### src/rtl/beat_step_clock_pkg.sv
// Shared constants and helpers for the beat/step tempo generator.
// Width helpers derive the clog2 sizes from the top-level parameters.
package beat_pkg;

  typedef enum logic [0:0] {StIdle, StRun} state_e;

  function automatic int unsigned tick_div(input int unsigned clk_hz, input int unsigned tick_hz);
    return clk_hz / tick_hz;
  endfunction

  function automatic int unsigned pre_w(input int unsigned div);
    return (div < 2) ? 1 : $clog2(div);
  endfunction

  function automatic int unsigned idx_w(input int unsigned steps);
    return (steps < 2) ? 1 : $clog2(steps);
  endfunction

  // Swing is clamped to P-1 so odd steps never shrink below one tick.
  function automatic logic [31:0] step_len(input logic [31:0] period, input logic [31:0] swing,
                                           input logic odd);
    logic [31:0] p;
    logic [31:0] s;
    p = (period == 32'd0) ? 32'd1 : period;
    s = (swing > p - 32'd1) ? p - 32'd1 : swing;
    return odd ? p - s : p + s;
  endfunction

endpackage

### src/rtl/beat_step_clock_if.sv
// Control and trigger bundle between the tempo generator and its client.
interface beat_step_clock_if #(
  parameter int unsigned PERIOD_W = 8,
  parameter int unsigned STEPS    = 16,
  parameter int unsigned CHANNELS = 4,
  parameter int unsigned DIV_W    = 4
);
  import beat_pkg::*;

  localparam int unsigned IDX_W = idx_w(STEPS);

  logic                      RUN;
  logic [PERIOD_W-1:0]       PERIOD;
  logic [PERIOD_W-1:0]       SWING;
  logic [CHANNELS*DIV_W-1:0] CH_DIV;
  logic                      TICK;
  logic                      STEP_PULSE;
  logic [IDX_W-1:0]          STEP_INDEX;
  logic                      BEAT_CLOCK;
  logic [CHANNELS-1:0]       CH_PULSE;

  modport master (
    output RUN, PERIOD, SWING, CH_DIV,
    input  TICK, STEP_PULSE, STEP_INDEX, BEAT_CLOCK, CH_PULSE
  );

  modport slave (
    input  RUN, PERIOD, SWING, CH_DIV,
    output TICK, STEP_PULSE, STEP_INDEX, BEAT_CLOCK, CH_PULSE
  );

endinterface

### src/rtl/beat_step_clock_tick_prescaler.sv
// Base-tick divider: counts 0..DIV-1 and emits a registered pulse on wrap.
module tick_prescaler #(
  parameter int unsigned DIV = 10,
  parameter int unsigned W   = 4
) (
  input  logic CLOCK_50,
  input  logic RESET_N,
  input  logic CLR,
  output logic TICK
);

  localparam logic [W-1:0] LAST = W'(DIV - 1);

  logic [W-1:0] r_cnt;
  logic         r_tick;

  always_ff @(posedge CLOCK_50 or negedge RESET_N) begin
    if (!RESET_N) begin
      r_cnt  <= '0;
      r_tick <= 1'b0;
    end else if (CLR) begin
      r_cnt  <= '0;
      r_tick <= 1'b0;
    end else if (r_cnt == LAST) begin
      r_cnt  <= '0;
      r_tick <= 1'b1;
    end else begin
      r_cnt  <= r_cnt + 1'b1;
      r_tick <= 1'b0;
    end
  end

  assign TICK = r_tick;

endmodule

### src/rtl/beat_step_clock.sv
// Tempo generator: base tick -> swung sequencer steps, beat square wave and
// per-channel divided triggers. All outputs registered.
module beat_step_clock #(
  parameter int unsigned CLK_HZ   = 50000000,
  parameter int unsigned TICK_HZ  = 100,
  parameter int unsigned PERIOD_W = 8,
  parameter int unsigned STEPS    = 16,
  parameter int unsigned CHANNELS = 4,
  parameter int unsigned DIV_W    = 4
) (
  input logic              CLOCK_50,
  input logic              RESET_N,
  beat_step_clock_if.slave bus
);
  import beat_pkg::*;

  localparam int unsigned TICK_DIV = tick_div(CLK_HZ, TICK_HZ);
  localparam int unsigned PRE_W    = pre_w(TICK_DIV);
  localparam int unsigned IDX_W    = idx_w(STEPS);
  localparam int unsigned LEN_W    = PERIOD_W + 1;
  localparam logic [IDX_W-1:0] LAST_IDX = IDX_W'(STEPS - 1);

  state_e             r_state, w_state_d;
  logic               w_start, w_step, w_tick, w_clr, w_len_odd;
  logic [LEN_W-1:0]   r_tick_cnt, r_len, w_tick_cnt_inc;
  logic [IDX_W-1:0]   r_idx, w_idx_next;
  logic               r_beat, r_step_pulse;
  logic [CHANNELS-1:0] w_ch_pulse;

  // Prescaler phase restarts on the start edge and is held while stopped.
  assign w_clr = !bus.RUN || w_start;

  tick_prescaler #(
    .DIV (TICK_DIV),
    .W   (PRE_W)
  ) u_prescaler (
    .CLOCK_50 (CLOCK_50),
    .RESET_N  (RESET_N),
    .CLR      (w_clr),
    .TICK     (w_tick)
  );

  always_ff @(posedge CLOCK_50 or negedge RESET_N) begin
    if (!RESET_N) r_state <= StIdle;
    else          r_state <= w_state_d;
  end

  always_comb begin
    w_state_d = r_state;
    unique case (r_state)
      StIdle:  w_state_d = bus.RUN ? StRun : StIdle;
      StRun:   w_state_d = bus.RUN ? StRun : StIdle;
      default: w_state_d = StIdle;
    endcase
  end

  assign w_tick_cnt_inc = r_tick_cnt + 1'b1;

  always_comb begin
    w_start = 1'b0;
    w_step  = 1'b0;
    unique case (r_state)
      StIdle:  w_start = bus.RUN;
      StRun:   w_step  = bus.RUN && w_tick && (w_tick_cnt_inc == r_len);
      default: ;
    endcase
  end

  assign w_idx_next = (r_idx == LAST_IDX) ? '0 : r_idx + 1'b1;
  assign w_len_odd  = w_start ? 1'b0 : w_idx_next[0];

  always_ff @(posedge CLOCK_50 or negedge RESET_N) begin
    if (!RESET_N) begin
      r_tick_cnt   <= '0;
      r_len        <= '0;
      r_idx        <= '0;
      r_beat       <= 1'b0;
      r_step_pulse <= 1'b0;
    end else if (!bus.RUN) begin
      r_tick_cnt   <= '0;
      r_len        <= '0;
      r_idx        <= '0;
      r_beat       <= 1'b0;
      r_step_pulse <= 1'b0;
    end else if (w_start || w_step) begin
      r_tick_cnt   <= '0;
      r_len        <= LEN_W'(step_len(32'(bus.PERIOD), 32'(bus.SWING), w_len_odd));
      r_idx        <= w_start ? '0 : w_idx_next;
      r_beat       <= w_start ? 1'b1 : !r_beat;
      r_step_pulse <= 1'b1;
    end else begin
      r_step_pulse <= 1'b0;
      if (w_tick) r_tick_cnt <= w_tick_cnt_inc;
    end
  end

  for (genvar c = 0; c < CHANNELS; c++) begin : g_ch
    logic [DIV_W-1:0] r_k;
    logic             r_pulse;
    logic [DIV_W-1:0] w_div;

    assign w_div = bus.CH_DIV[c*DIV_W +: DIV_W];

    // >= rather than == so a divisor lowered below the count fires next step.
    always_ff @(posedge CLOCK_50 or negedge RESET_N) begin
      if (!RESET_N) begin
        r_k     <= '0;
        r_pulse <= 1'b0;
      end else if (!bus.RUN) begin
        r_k     <= '0;
        r_pulse <= 1'b0;
      end else if (w_start) begin
        r_k     <= '0;
        r_pulse <= 1'b1;
      end else if (w_step) begin
        if (r_k >= w_div) begin
          r_k     <= '0;
          r_pulse <= 1'b1;
        end else begin
          r_k     <= r_k + 1'b1;
          r_pulse <= 1'b0;
        end
      end else begin
        r_pulse <= 1'b0;
      end
    end

    assign w_ch_pulse[c] = r_pulse;
  end

  assign bus.TICK       = w_tick;
  assign bus.STEP_PULSE = r_step_pulse;
  assign bus.STEP_INDEX = r_idx;
  assign bus.BEAT_CLOCK = r_beat;
  assign bus.CH_PULSE   = w_ch_pulse;

endmodule

### src/flat_wrapper.sv
// flat-port wrapper written by rule: the top's interface ports become plain ports
module beat_step_clock_flat import beat_pkg::*;
#(
  parameter int unsigned CLK_HZ   = 50000000,
  parameter int unsigned TICK_HZ  = 100,
  parameter int unsigned PERIOD_W = 8,
  parameter int unsigned STEPS    = 16,
  parameter int unsigned CHANNELS = 4,
  parameter int unsigned DIV_W    = 4
)
  (CLOCK_50, RESET_N, bus_RUN, bus_PERIOD, bus_SWING, bus_CH_DIV, bus_TICK, bus_STEP_PULSE, bus_STEP_INDEX, bus_BEAT_CLOCK, bus_CH_PULSE);
  beat_step_clock_if #(.PERIOD_W(PERIOD_W), .STEPS(STEPS), .CHANNELS(CHANNELS), .DIV_W(DIV_W)) bus_i ();
  input logic CLOCK_50;
  input logic RESET_N;
  input wire logic [$bits(bus_i.RUN)-1:0] bus_RUN;
  input wire logic [$bits(bus_i.PERIOD)-1:0] bus_PERIOD;
  input wire logic [$bits(bus_i.SWING)-1:0] bus_SWING;
  input wire logic [$bits(bus_i.CH_DIV)-1:0] bus_CH_DIV;
  output wire logic [$bits(bus_i.TICK)-1:0] bus_TICK;
  output wire logic [$bits(bus_i.STEP_PULSE)-1:0] bus_STEP_PULSE;
  output wire logic [$bits(bus_i.STEP_INDEX)-1:0] bus_STEP_INDEX;
  output wire logic [$bits(bus_i.BEAT_CLOCK)-1:0] bus_BEAT_CLOCK;
  output wire logic [$bits(bus_i.CH_PULSE)-1:0] bus_CH_PULSE;
  assign bus_i.RUN = bus_RUN;
  assign bus_i.PERIOD = bus_PERIOD;
  assign bus_i.SWING = bus_SWING;
  assign bus_i.CH_DIV = bus_CH_DIV;
  assign bus_TICK = bus_i.TICK;
  assign bus_STEP_PULSE = bus_i.STEP_PULSE;
  assign bus_STEP_INDEX = bus_i.STEP_INDEX;
  assign bus_BEAT_CLOCK = bus_i.BEAT_CLOCK;
  assign bus_CH_PULSE = bus_i.CH_PULSE;
  beat_step_clock #(.CLK_HZ(CLK_HZ), .TICK_HZ(TICK_HZ), .PERIOD_W(PERIOD_W), .STEPS(STEPS), .CHANNELS(CHANNELS), .DIV_W(DIV_W)) u_core (.CLOCK_50(CLOCK_50), .RESET_N(RESET_N), .bus(bus_i));
endmodule
### config.mk
export PLATFORM = sky130hd
export DESIGN_NAME = beat_step_clock_flat
export DESIGN_NICKNAME = d
export VERILOG_FILES = /design/src/rtl/beat_step_clock_pkg.sv /design/src/rtl/beat_step_clock_if.sv /design/src/rtl/beat_step_clock_tick_prescaler.sv /design/src/rtl/beat_step_clock.sv /design/src/flat_wrapper.sv
export SDC_FILE = /design/constraint.sdc
export NUM_CORES = 1
export LEC_CHECK = 0
export ABC_CLOCK_PERIOD_IN_PS = 6000
export CAP_MARGIN = 20
export CORE_UTILIZATION = 45
export CTS_CLUSTER_DIAMETER = 60
export DETAILED_ROUTE_END_ITERATION = 16
export HOLD_SLACK_MARGIN = 0.15
export MAX_ROUTING_LAYER = met4
export PLACE_DENSITY = 0.65
export SLEW_MARGIN = 20
export SYNTH_ARGS = -nofsm -noshare
export SYNTH_HDL_FRONTEND = slang
export SYNTH_SLANG_ARGS = --single-unit
### constraint.sdc
create_clock -name CLOCK_50 -period 6 [get_ports CLOCK_50]
set_clock_uncertainty 0.05 [all_clocks]
set_input_delay 1.2 -clock CLOCK_50 [delete_from_list [all_inputs] [get_ports CLOCK_50]]
set_output_delay 1.2 -clock CLOCK_50 [all_outputs]
set_load 0.05 [all_outputs]
# Yosys cells after proc, flatten, opt, wreduce, memory -nomap -nowiden
# Index checks and enable logic that the tools add are counted.
# totals
elab_cells	101
input_bits	35
out_inout_bits	11
ff_bits	65
# classes
addsub	10
order_cmp	5
n_mux	57
n_eq_ne	6
n_reduce_logical	7
# ops
op	n
$mux W4	20
$mux W9	7
$mux W19	2
$gt A8 B32 Y1	1
$mux W1	27
$add A4 B1 Y4 const B	5
$add A19 B1 Y19 const B	1
$eq A19 B19 Y1 const B	1
$ge A4 B4 Y1	4
$add A9 B1 Y9 const B	1
$add A9 B9 Y9	1
$eq A9 B9 Y1	1
$sub A8 B1 Y9 const B	1
$sub A9 B9 Y9	1
$logic_not A8 Y1	1
$mux W8	1
$ne A3 B1 Y1 const B	2
$eq A4 B4 Y1 const B	1
$logic_and A1 B1 Y1	2
$logic_not A1 Y1	2
$logic_or A1 B1 Y1	2
$ne A2 B1 Y1 const B	1

# Longest topological paths before layout
# Gate-level depths: netlist of the first run.
# logic_depth
depth_word	9
depth_mapped	28
depth_no_buf	27

# By module
# Synthesis of the first run repeated with hierarchy kept, for this count alone.
# hier_totals
hier_cells	575
area_unflattened_um2	5014.8
# by_module_without_submodules
mod	seq_area_each_um2	cells_each	area_each_um2	n_inst
beat_step_clock	1126.1	470	3978.8	1
tick_prescaler	500.5	105	1036.0	1

# Worst setup path before layout of the first run
# OpenSTA, ideal clock, no wires.
# synth_timing
path_type	input port to flip-flop
from	input bus_PERIOD[6]
to	register u_core.r_len[8]
setup_time_ns	0.066
path_buffers	1
t_arrival_ns	6.342
path_slack_ns	-0.457
cell_stages	27
required_ns	5.884
cell_sequence	clkbuf_1 -> nor4_1 -> a21oi_1 -> ha_1 -> nor3b_1 -> nand2_1 -> xor2_1 -> ha_1 -> nand4_1 -> a2bb2o_1 -> a21oi_1 -> nand2_1 -> mux2_2 -> inv_1 -> ha_1 -> nand2_1 -> o21ai_0 -> xnor2_1 -> nor2_1 -> a21oi_1 -> ha_1 -> a21o_1 -> a211oi_1 -> a21oi_1 -> a31o_2 -> o32ai_1 -> a22o_1
# synth_via
elab_chain_cells	9
word_cells_on_any_way	10
cone_classes	3 x add/sub; 1 x order compare; 5 x mux; 1 x reduce/logical
# synth_lines
element	line	text
start: declaration	flat_wrapper.sv:16	input wire logic [$bits(bus_i.PERIOD)-1:0] bus_PERIOD;
$logic_not A8 Y1	beat_step_clock_pkg.sv:24	p = (period == 32'd0) ? 32'd1 : period;
$mux W8 (*)	beat_step_clock_pkg.sv:24	
$sub A8 B1 Y9	beat_step_clock_pkg.sv:25	s = (swing > p - 32'd1) ? p - 32'd1 : swing;
$gt A8 B32 Y1	beat_step_clock_pkg.sv:25	
$mux W9	beat_step_clock_pkg.sv:25	
$add A9 B9 Y9 / $sub A9 B9 Y9 (equally long branches)	beat_step_clock_pkg.sv:26	return odd ? p - s : p + s;
$mux W9 (*)	beat_step_clock_pkg.sv:26	
$mux W9 (*)	beat_step_clock.sv:85	end else if (w_start || w_step) begin
$mux W9 (*)	beat_step_clock.sv:79	end else if (!bus.RUN) begin
end signal: assignment	beat_step_clock.sv:87	r_len <= LEN_W'(step_len(32'(bus.PERIOD), 32'(bus.SWING), w_len_odd));
end: declaration	beat_step_clock.sv:25	logic [LEN_W-1:0] r_tick_cnt, r_len, w_tick_cnt_inc;
# Every way passes the cells marked *; elsewhere a longest branch is shown, timed or not. The select of a mux whose other input is x is not followed.
# A chain may end at the register's enable or synchronous reset.

# Worst setup path after layout of the first run
# layout_timing
from	input bus_PERIOD[0]
to	register u_core.r_len[8]
# The elaborated chain is that of the path after synthesis.

==> results of run 1 <==
==> power groups by stage <==
stage / registers (mW) / logic, mW / clock network [mW]
final: 0.464 / 0.320 / 0.302
after global routing: 0.465 / 0.355 / 0.331
after CTS: 0.464 / 0.307 / 0.313
after detailed placement: 0.472 / 0.303 / 0
after global placement: 0.472 / 0.298 / 0
after floorplan: 0.471 / 0.188 / 0
==> metrics by stage <==
stage | instances | setup WS (ps) | utilization
floorplan | 542 | 10.8 | -
global placement | 735 | -329 | 0.555
detailed placement | 735 | -499 | 0.555
CTS | 749 | 2.48 | 0.571
global route | 753 | 0.0964 | 0.583
finish | 753 | 299 | 0.583
==> layout by cell type (no fill, tap or decap), types with 4 or more instances in the layout <==
cell	count
clkdlybuf4s50_1	37
nand2_1	51
inv_1	26
xor2_1	22
o21a_1	5
a21oi_2	4
o21ai_1	6
nand4_1	6
nor2_1	47
clkbuf_8	9
buf_4	48
nand2b_1	11
and3_1	10
o21ai_0	22
nand3_1	34
dlymetal6s2s_1	7
a21o_1	13
ha_1	39
a21oi_1	35
xnor2_1	25
dfrtp_1	65
nor3_1	8
nor2b_1	5
==> timing repair <==
item / in CTS / in global routing
setup endpoints to repair: 1 / 5
setup buffers: 0 / 4
resized for setup: 2 / 26
pin swaps: 0 / 12
==> flip-flops by register name (all words and copies together), names as in the netlist <==
name,count
u_core.u_prescaler.r_cnt,19
u_core.g_ch.r_k,16
u_core.r_len,9
u_core.r_tick_cnt,9
u_core.bus.STEP_INDEX,4
u_core.g_ch.r_pulse,4
u_core.bus.BEAT_CLOCK,1
u_core.bus.STEP_PULSE,1
u_core.r_state,1
u_core.u_prescaler.TICK,1
==> final cells by class <==
class                           count  area [um^2]
Clock buffer                       10          128
Sequential cell                    65         1630
Timing Repair Buffer               93          823
Fill cell                         886         4150
Multi-Input combinational cell    422         2940
Clock inverter                      4         22.5
Tap cell                          133          166
Inverter                           26         97.6
==> worst reg2reg max path, stage by stage (launching register included) <==
cell	delay (ps)
dfrtp_1	710
and2_1	200
buf_4	190
and3_1	210
o2111ai_2	150
or4_1	890
buf_4	350
o21ai_0	100
a21boi_1	90
o21a_1	210
==> cells by family after synthesis <==
logic type | count (synthesis) | share of synthesized area
compound gates | 121 | 0.165
xor+xnor | 47 | 0.0877
fa+ha+maj | 42 | 0.114
buf+inv | 55 | 0.0501
flops | 65 | 0.346
mux | 5 | 0.0112
simple gates | 207 | 0.226
==> metal layers <==
layer | share of wire | wire length (um) | GRT usage
met5 | 0 | 0 | -
met4 | 0.011 | 112 | 0.0551
met3 | 0.032 | 319 | 0.0401
met2 | 0.48 | 4830 | 0.325
met1 | 0.48 | 4850 | 0.260
==> worst max path at each step <==
stage | from | to | slack (ps) | cells after the start
2_1_floorplan | bus_PERIOD[6] | u_core.r_len[8] | 10 | 27
3_3_place_gp | bus_PERIOD[5] | u_core.r_len[8] | -330 | 28
3_5_place_dp | bus_PERIOD[5] | u_core.r_len[8] | -500 | 28
4_1_cts | bus_PERIOD[5] | u_core.r_len[8] | 2 | 28
5_1_grt | bus_PERIOD[0] | u_core.r_len[8] | 0.1 | 24
6_report | bus_PERIOD[0] | u_core.r_len[8] | 300 | 24
==> results by group, run 1 <==
Status
  – Status: finished clean

Yosys
  – Mapped Area: 0.00470 mm^2
  – Syn avg cell area: 8.66 um^2
  – Top cells by count, synth: dfrtp_1, nand2_1, nor2_1, ha_1, a21oi_1
  – Yosys warnings: 0
  – Top post-synthesis cells by area: dfrtp_1, ha_1, xnor2_1
  – Cells after Synth: 542
  – Most frequent cell after synthesis: dfrtp_1
  – Syn Nets: 619
  – Number of distinct library cells after synthesis: 63
  – Post-synthesis sequential area ratio: 0.346
  – Post-synth EDFFs: 0
  – Post-synthesis register bit count: 65
  – Dominant synthesized flop cell: dfrtp_1
  – Cell taking the most area after synthesis: dfrtp_1
  – Yosys top cell area share: 0.346
  – Ys async rst share: 1.00

Global routing
  – Initial antenna violation count: 0
  – Total grt overflow: 0
  – Number of global-route vias before repair: 3,925
  – Global-route wire length before repair: 17,600 um
  – Global Route Usage Sum: 0.202
  – Largest net degree at the start of global routing: 66

Setup path
  – Worst R2R Setup Slack: 2750 ps
  – Max incr delay on CP: 560 ps
  – Slowest stage cell, crit path: or4_4
  – CP cell instances: clkdlybuf4s50_1 -> or4_4 -> o21ai_0 -> inv_1 -> ha_1 -> a211o_1 -> a21oi_2 -> nand3_2 -> nand2_4 -> mux2_2 -> inv_1 -> ha_2 -> nand2_1 -> o21ai_2 -> xnor2_1 -> nor2_1 -> a21oi_1 -> ha_1 -> a21o_1 -> a211oi_2 -> a21oi_2 -> a31o_2 -> o32ai_1 -> a22o_1
  – CP delay by family, top: compound AO/OA/AOI/OAI gates
  – CP startpoint kind: primary input
  – Worst reg2reg startpoint: u_core.r_state
  – WP data required: 6240 ps
  – R2R cell count: 9
  – Worst path buffer plus inverter count: 3
  – Crit path DAT: 5940 ps
  – Crit end category: register
  – Critical R2R Capture: u_core.r_tick_cnt[7]
  – CP max FO: 5
  – Critical path class: in2reg

STA
  – Slew Viols, Final: 0
  – # setup viols final: 0
  – Worst Tran Pin Value: 805 ps
  – Final Hold Fails: 0
  – Total negative slack: 0 ps
  – Hold Slack: 434 ps
  – Final period utilization: 0.950
  – RSZ-0062 raised after global routing: no
  – Final min period: 5700 ps
  – Worst rel slew slack: 0.463
  – Max Freq: 175 MHz

Cells and area
  – Final instance area: 0.00580 mm^2
  – Layout area overhead: 23.6%
  – Layout cells sized above 1: 0.155
  – Final #Nets: 694
  – Ant diodes: 0

Floorplanning
  – # IOs: 46
  – Core Area: 0.00995 mm^2
  – Die Footprint: 0.0108 mm^2
  – Row cnt: 36
  – Starting density of the core: 0.472
  – Die W: 104 um
  – Die Span Y: 104 um

Routing
  – Vias/cell: 5.35
  – DRC Markers: 0
  – Routed via count: 4,031
  – Detailed Routing Iterations Pass 1: 4
  – Routed wire length: 10,100 um
  – Initial drt markers: 186
  – Routed Antenna Nets: 0
  – Wire per inst: 13.4 um

Clocking
  – Clock tree sinks: 65
  – CTS Root Cell: clkbuf_8
  – CTS H-tree depth: 3
  – Clock latency on the worst-skew pair: 350 ps
  – Clk pin slew, worst setup/hold paths: 70 ps
  – Post-CTS Hold Fix Bufs: 0
  – Max Buffers Root-to-Sink: 2
  – Cts bufs inserted: 9
  – CTS tree: yes

Min path
  – Hold path depth: 1
  – Worst min path class: reg2reg
  – Hold path start: u_core.u_prescaler.r_cnt[0]
  – Hold EP: u_core.u_prescaler.r_cnt[0]

Power
  – VDD IR-drop max: 0.118 mV
  – Cell Int Power: 0.755 mW
  – Final Power: 1.09 mW
  – PwrDens: 187 mW/mm^2
  – Leakage: 2.72 nW
  – Clock share of power: 0.278
  – Logic pwr share: 0.294
  – Switching portion of total power: 0.305
  – Sequential share of power: 0.427
  – Psw: 0.331 mW

Placement
  – PortBufs: 45
  – Final Wtd Congestion: 0.879
  – Area after DPL: 0.00553 mm^2
  – Dpl hpwl: 7520 um

Run
  – Maximum Capacitance Violations: 0
No activity file was read; power rests on OpenSTA's default activity.
==> inputs of run 2 (changes only) <==
--- a/config.mk
+++ b/config.mk
@@ -5,9 +5,9 @@
 export SDC_FILE = /design/constraint.sdc
 export NUM_CORES = 1
 export LEC_CHECK = 0
-export ABC_CLOCK_PERIOD_IN_PS = 6000
 export CAP_MARGIN = 20
 export CORE_UTILIZATION = 45
+export CTS_BUF_LIST = sky130_fd_sc_hd__clkbuf_2
 export CTS_CLUSTER_DIAMETER = 60
 export DETAILED_ROUTE_END_ITERATION = 16
 export HOLD_SLACK_MARGIN = 0.15
==> constraint.sdc (replaced) <==
create_clock -name CLOCK_50 -period 5.4 [get_ports CLOCK_50]
set_clock_uncertainty 0.05 [all_clocks]
set_input_delay 1.08 -clock CLOCK_50 [delete_from_list [all_inputs] [get_ports CLOCK_50]]
set_output_delay 1.08 -clock CLOCK_50 [all_outputs]
set_load 0.05 [all_outputs]
==> results by group, run 2 (synthesis gave the netlist of run 1 again) <==
Cells and area
  – Layout cells sized above 1: 0.191 (+0.0359)
  – Final #Nets: 701 (+1.0%)
  – FF/Latch Area: 0.00163 mm^2 (unchanged)
  – Layout area overhead: 25.7%
  – Ant diodes: 0 (unchanged)
  – Post-Layout Cell Count: 762 (+1.2%)
  – Max reg flops: 19 (unchanged)
  – Registers with the most flip-flops: u_core.u_prescaler.r_cnt: 19 flops, u_core.g_ch.r_k: 16 flops
  – Most common cell after layout, fill and taps aside: dfrtp_1
  – Area of the multi-input gates: 0.00303 mm^2 (+3.3%)
  – Most flops, register: u_core.u_prescaler.r_cnt
  – Most frequent cells in the layout: dfrtp_1, buf_4, nand2_1, nor2_1, ha_1
  – Filler cell count: 897 (+1.2%)

Clocking
  – Clk pin slew, worst setup/hold paths: 200 ps (+130 ps)
  – Post-CTS Hold Fix Bufs: 0 (unchanged)
  – CTS H-tree depth: 3 (unchanged)
  – Cts bufs inserted: 9 (unchanged)
  – Clock latency on the worst-skew pair: 520 ps (+170 ps)
  – Clock tree sinks: 65 (unchanged)
  – CTS tree: yes
  – Max Buffers Root-to-Sink: 2 (unchanged)
  – CTS Root Cell: clkbuf_2

Floorplanning
  – Die Footprint: 0.0108 mm^2 (unchanged)
  – Die Span Y: 104 um (unchanged)
  – # IOs: 46 (unchanged)
  – Row cnt: 36 (unchanged)
  – Die W: 104 um (unchanged)
  – Starting density of the core: 0.472 (unchanged)
  – Core Area: 0.00995 mm^2 (unchanged)

Routing
  – Initial drt markers: 177 (-4.8%)
  – Routed Antenna Nets: 0 (unchanged)
  – Wire per inst: 13.8 um (+2.6%)
  – Detailed Routing Iterations Pass 1: 5 (+1)
  – DRC Markers: 0 (unchanged)
  – Vias/cell: 5.36 (+0.19%)
  – Routed wire length: 10,500 um (+3.8%)
  – Routed via count: 4,087 (+1.4%)

STA
  – Final Hold Fails: 0 (unchanged)
  – Final min period: 5250 ps
  – Slew Viols, Final: 0 (unchanged)
  – Worst rel slew slack: 0.465 (+0.00175)
  – Final critical-path setup slack: 151 ps (-148 ps)
  – # setup viols final: 0 (unchanged)
  – Max Freq: 191 MHz
  – Final period utilization: 0.972
  – Worst Tran Pin Value: 802 ps (-2.62 ps)

Setup path
  – Crit path DAT: 5680 ps (-260 ps)
  – Max incr delay on CP: 330 ps (-230 ps)
  – Crit end category: register
  – WP data required: 5830 ps (-410 ps)
  – CP max FO: 4 (-1)
  – Critical path class: in2reg
  – Slowest stage cell, crit path: a211o_1
  – CP startpoint kind: primary input

Placement
  – PortBufs: 45 (unchanged)
  – Final Wtd Congestion: 0.916 (+4.2%)
  – Dpl hpwl: 7830 um (+4.1%)
  – Cells after DPL: 741 (+0.82%)
  – Dpl ws: -777 ps (-279 ps)

Global routing
  – Global Route Usage Sum: 0.211 (+0.00838)
  – Global-route wire length before repair: 18,300 um (+3.5%)
  – Total grt overflow: 0 (unchanged)
  – Number of global-route vias before repair: 3,973 (+1.2%)
  – Largest net degree at the start of global routing: 66 (unchanged)
  – Initial antenna violation count: 0 (unchanged)

Power
  – PwrDens: 202 mW/mm^2 (+8.0%)
  – Cell Int Power: 0.799 mW (+5.9%)
  – Psw: 0.394 mW (+19%)
  – Switching portion of total power: 0.330 (+0.0252)
  – Clock share of power: 0.248 (-0.030)
  – VDD IR-drop max: 0.121 mV (+2.4%)
  – Logic pwr share: 0.319 (+0.025)
  – Leakage: 2.76 nW (+1.3%)
  – Sequential share of power: 0.433 (+0.006)

Run
  – Maximum Capacitance Violations: 0 (unchanged)

Min path
  – Worst min path class: reg2reg

Status
  – Status: finished clean
## run 2: cell types whose count changed in the layout (fill, tap and decap cells not counted), sizes merged
cell           delta
clkbuf            +1
clkdlybuf4s50     -1
buf               +7
clkinv            +1
dlymetal6s2s      -2
dlygate4sd2       +1
bufinv            +1
clkinvlp          +1
## run 2: through the flow
step	utilization	TNS, ps	hold WS [ps]	cell area [um^2]	power, mW
6_report	0.593	0	474	5900	1.19
3_5_place_dp	0.569	-3830	449	5660	0.889
5_1_grt	0.593	-14.9	489	5900	1.27
2_1_floorplan	-	-177	405	4830	0.750
3_3_place_gp	0.569	-2790	420	5660	0.880
4_1_cts	0.587	0	473	5840	1.20
## run 2: area by class of cell
cell class | instances | share of cell area
clock buffers | 9 | 0.00763
multi-input cells | 422 | 0.514
well taps | 133 | 0.0282
flip-flops and latches | 65 | 0.275
inverters | 26 | 0.0165
repair buffers | 100 | 0.146
clock inverters | 7 | 0.0121
## run 2: timing repair
action / 4_1_cts / 5_1_grt
gates resized for setup: 11 / 23
buffers inserted: 4 / 1
endpoints found under the setup margin: 3 / 5
gates cloned: 0 / 0
pin swaps: 14 / 16
## run 2: worst paths after layout
kind                                             start                            to  slack [ps]  cells past startpoint
setup / recovery                         bus_PERIOD[5]               u_core.r_len[8]         150                     28
setup reg to reg                        u_core.r_state               u_core.r_len[8]        2040                     13
hold / removal             u_core.u_prescaler.r_cnt[0]   u_core.u_prescaler.r_cnt[0]         470                      1
min in group asynchronous                      RESET_N        u_core.g_ch[2].r_pulse         630                      2
hold reg to reg            u_core.u_prescaler.r_cnt[0]   u_core.u_prescaler.r_cnt[0]         470                      1
max in group asynchronous                      RESET_N  u_core.u_prescaler.r_cnt[12]        4100                      2
## run 2: worst max-delay path: cells and delay by family
kind | cells | cell delay [ps]
buffers and inverters | 4 | 560
XOR/XNOR | 2 | 270
adder cells (fa/ha/maj) | 4 | 800
AO/OA/AOI/OAI | 11 | 1850
AND/OR/NAND/NOR | 6 | 800
multiplexers | 1 | 310
## run 2: metal layers
metal / global-route usage / vias up / wire (um)
li1: - / 2072 / -
met3: 0.0388 / 18 / 401
met4: 0.0694 / 0 / 208
met2: 0.339 / 85 / 4720
met1: 0.268 / 1912 / 5160
met5: - / - / 0
## run 2: power groups by stage
stage	Combinational [mW]	Sequential, mW	Clock (mW)
global placement	0.355	0.525	0
global route	0.424	0.518	0.328
CTS	0.375	0.516	0.307
detailed placement	0.364	0.525	0
finish	0.381	0.516	0.296
floorplan	0.226	0.523	0
==> inputs of run 3 (changes only) <==
--- a/config.mk
+++ b/config.mk
@@ -6,13 +6,14 @@
 export NUM_CORES = 1
 export LEC_CHECK = 0
 export CAP_MARGIN = 20
+export CORE_MARGIN = 3
 export CORE_UTILIZATION = 45
 export CTS_BUF_LIST = sky130_fd_sc_hd__clkbuf_2
 export CTS_CLUSTER_DIAMETER = 60
 export DETAILED_ROUTE_END_ITERATION = 16
 export HOLD_SLACK_MARGIN = 0.15
 export MAX_ROUTING_LAYER = met4
-export PLACE_DENSITY = 0.65
+export PLACE_DENSITY = 0.7
 export SLEW_MARGIN = 20
 export SYNTH_ARGS = -nofsm -noshare
 export SYNTH_HDL_FRONTEND = slang
==> results by group, run 3 (synthesis gave the netlist of run 1 again) <==
Routing
  – Detailed Routing Iterations Pass 1: 4 (-1)
  – DRC Markers: 0 (unchanged)
  – Vias/cell: 5.35 (-0.23%)
  – Wire per inst: 14.0 um (+1.7%)
  – Routed via count: 4,099 (+0.29%)
  – Routed wire length: 10,700 um (+2.2%)
  – Routed Antenna Nets: 0 (unchanged)
  – Initial drt markers: 154 (-13%)

Setup path
  – Critical path class: in2reg
  – Worst Setup SP: bus_PERIOD[5]
  – Worst reg2reg startpoint: u_core.r_state
  – Crit end category: register
  – Critical Path Sink: u_core.r_len[8]
  – Critical R2R Capture: u_core.g_ch[2].r_k[2]
  – CP startpoint kind: primary input
  – Worst R2R Setup Slack: 2180 ps (+140 ps)
  – WP data required: 5800 ps (-30 ps)
  – CP max FO: 4 (unchanged)
  – Crit path DAT: 5600 ps (-80 ps)
  – R2R cell count: 9 (-4)

STA
  – Final critical-path setup slack: 194 ps (+42.5 ps)
  – Slew Viols, Final: 0 (unchanged)
  – Total negative slack: 0 ps (unchanged)
  – Worst Tran Pin Value: 808 ps (+5.61 ps)
  – Final Hold Fails: 0 (unchanged)
  – Max Freq: 192 MHz (+0.82%)
  – # setup viols final: 0 (unchanged)
  – Worst rel slew slack: 0.461 (-0.00374)
  – Hold Slack: 456 ps (-18.0 ps)
  – Final min period: 5210 ps (-42.5 ps)
  – Final period utilization: 0.964 (-0.00787)

Cells and area
  – Layout cells sized above 1: 0.201 (+0.00985)
  – Layout area overhead: 26.3%
  – Ant diodes: 0 (unchanged)
  – Max reg flops: 19 (unchanged)
  – Registers with the most flip-flops: u_core.u_prescaler.r_cnt: 19 flops, u_core.g_ch.r_k: 16 flops
  – Post-layout util: 0.596 (+0.00251)
  – Final instance area: 0.00593 mm^2 (+0.42%)
  – Post-Layout Cell Count: 766 (+0.52%)
  – Most flops, register: u_core.u_prescaler.r_cnt
  – Most common cell after layout, fill and taps aside: dfrtp_1
  – Final #Nets: 705 (+0.57%)
  – Most frequent cells in the layout: dfrtp_1, buf_4, nand2_1, nor2_1, ha_1

Clocking
  – Clock latency on the worst-skew pair: 500 ps (-20 ps)
  – Clock tree sinks: 65 (unchanged)
  – CTS Root Cell: clkbuf_2
  – Clk pin slew, worst setup/hold paths: 190 ps (about the same)
  – Cts bufs inserted: 9 (unchanged)
  – Max Buffers Root-to-Sink: 2 (unchanged)
  – CTS tree: yes
  – Post-CTS Hold Fix Bufs: 0 (unchanged)
  – CTS H-tree depth: 3 (unchanged)

Placement
  – PortBufs: 45 (unchanged)
  – Dpl ws: -772 ps (+5.34 ps)
  – Dpl hpwl: 8030 um (+2.5%)
  – Area after DPL: 0.00564 mm^2 (-0.27%)
  – Cells after DPL: 739 (-0.27%)
  – Final Wtd Congestion: 0.872 (-4.8%)

Floorplanning
  – Core Area: 0.00995 mm^2 (unchanged)
  – Die W: 108 um (+3.8%)
  – Die Span Y: 108 um (+3.8%)
  – Die Footprint: 0.0117 mm^2 (+7.8%)
  – Row cnt: 36 (unchanged)
  – Starting density of the core: 0.472 (unchanged)
  – # IOs: 46 (unchanged)

Min path
  – Worst min path class: reg2reg

Global routing
  – Total grt overflow: 0 (unchanged)
  – Initial antenna violation count: 0 (unchanged)
  – Largest net degree at the start of global routing: 66 (unchanged)
  – Global-route wire length before repair: 18,000 um (-1.6%)
  – Number of global-route vias before repair: 4,067 (+2.4%)
  – Global Route Usage Sum: 0.193 (-0.0179)

Power
  – Switching portion of total power: 0.325 (-0.00498)
  – Logic pwr share: 0.327 (+0.008)
  – Cell Int Power: 0.805 mW (+0.67%)
  – Final Power: 1.19 mW (about the same)
  – Sequential share of power: 0.433 (about the same)
  – PwrDens: 201 mW/mm^2 (-0.49%)
  – VDD IR-drop max: 0.140 mV (+15%)
  – Leakage: 2.77 nW (+0.36%)
  – Clock share of power: 0.240 (-0.008)
  – Psw: 0.388 mW (-1.6%)

Run
  – Maximum Capacitance Violations: 0 (unchanged)

Status
  – Status: finished clean
[run 3: worst min-delay path by stage]
stage,from,to,slack [ps],cells after the start
final,u_core.u_prescaler.r_cnt[0],u_core.u_prescaler.r_cnt[0],460,1
after global routing,u_core.u_prescaler.r_cnt[0],u_core.u_prescaler.r_cnt[0],490,1
after CTS,u_core.u_prescaler.r_cnt[0],u_core.u_prescaler.r_cnt[0],460,1
after detailed placement,u_core.u_prescaler.r_cnt[0],u_core.u_prescaler.r_cnt[0],430,1
after global placement,u_core.u_prescaler.r_cnt[0],u_core.u_prescaler.r_cnt[0],430,1
after floorplan,u_core.u_prescaler.r_cnt[0],u_core.u_prescaler.r_cnt[0],400,1
[run 3: metal layers]
layer | routed length, um | global-route usage | share of wire | vias up
met5 | 0 | - | 0 | -
met4 | 104 | 0.0577 | 0.0097 | 0
met3 | 361 | 0.0304 | 0.034 | 9
met2 | 5400 | 0.332 | 0.50 | 58
met1 | 4860 | 0.234 | 0.45 | 1963
li1 | - | - | - | 2069
[run 3: area by class of cell]
type                            instances  area, um^2
Clock buffer                           10        50.0
Inverter                               26        97.6
Sequential cell                        65        1630
Fill cell                             897        4030
Tap cell                              133         166
Multi-Input combinational cell        422        3050
Clock inverter                          6        58.8
Timing Repair Buffer                  104         883
[run 3: repair_timing]
action	CTS	global route
resized for setup	12	27
setup buffers	7	4
endpoints found under the setup margin	4	4
pin swaps	18	20
[run 3: power groups by stage]
stage	logic [mW]	registers (mW)	clock network (mW)
floorplan	0.226	0.523	0
global placement	0.353	0.524	0
detailed placement	0.363	0.525	0
finish	0.390	0.516	0.287
global route	0.430	0.518	0.314
CTS	0.375	0.516	0.296
[run 3: worst max-delay path, stage by stage]
cell and delay [ps]:
clkbuf_2 110, nor4_4 300, buf_4 180, a21oi_4 60
ha_2 190, nor3b_4 150, buf_4 150, xnor2_2 140
ha_1 180, a211o_1 320, a21oi_4 200, nand3_2 120
nand2_4 110, mux2_4 310, inv_2 60, ha_4 150
nand2_4 60, o21ai_2 120, xnor2_1 120, nor2_1 50
a21oi_1 120, ha_1 280, a21o_1 200, a211oi_2 230
a21oi_1 120, a31o_2 230, o32ai_2 100, a22o_1 150
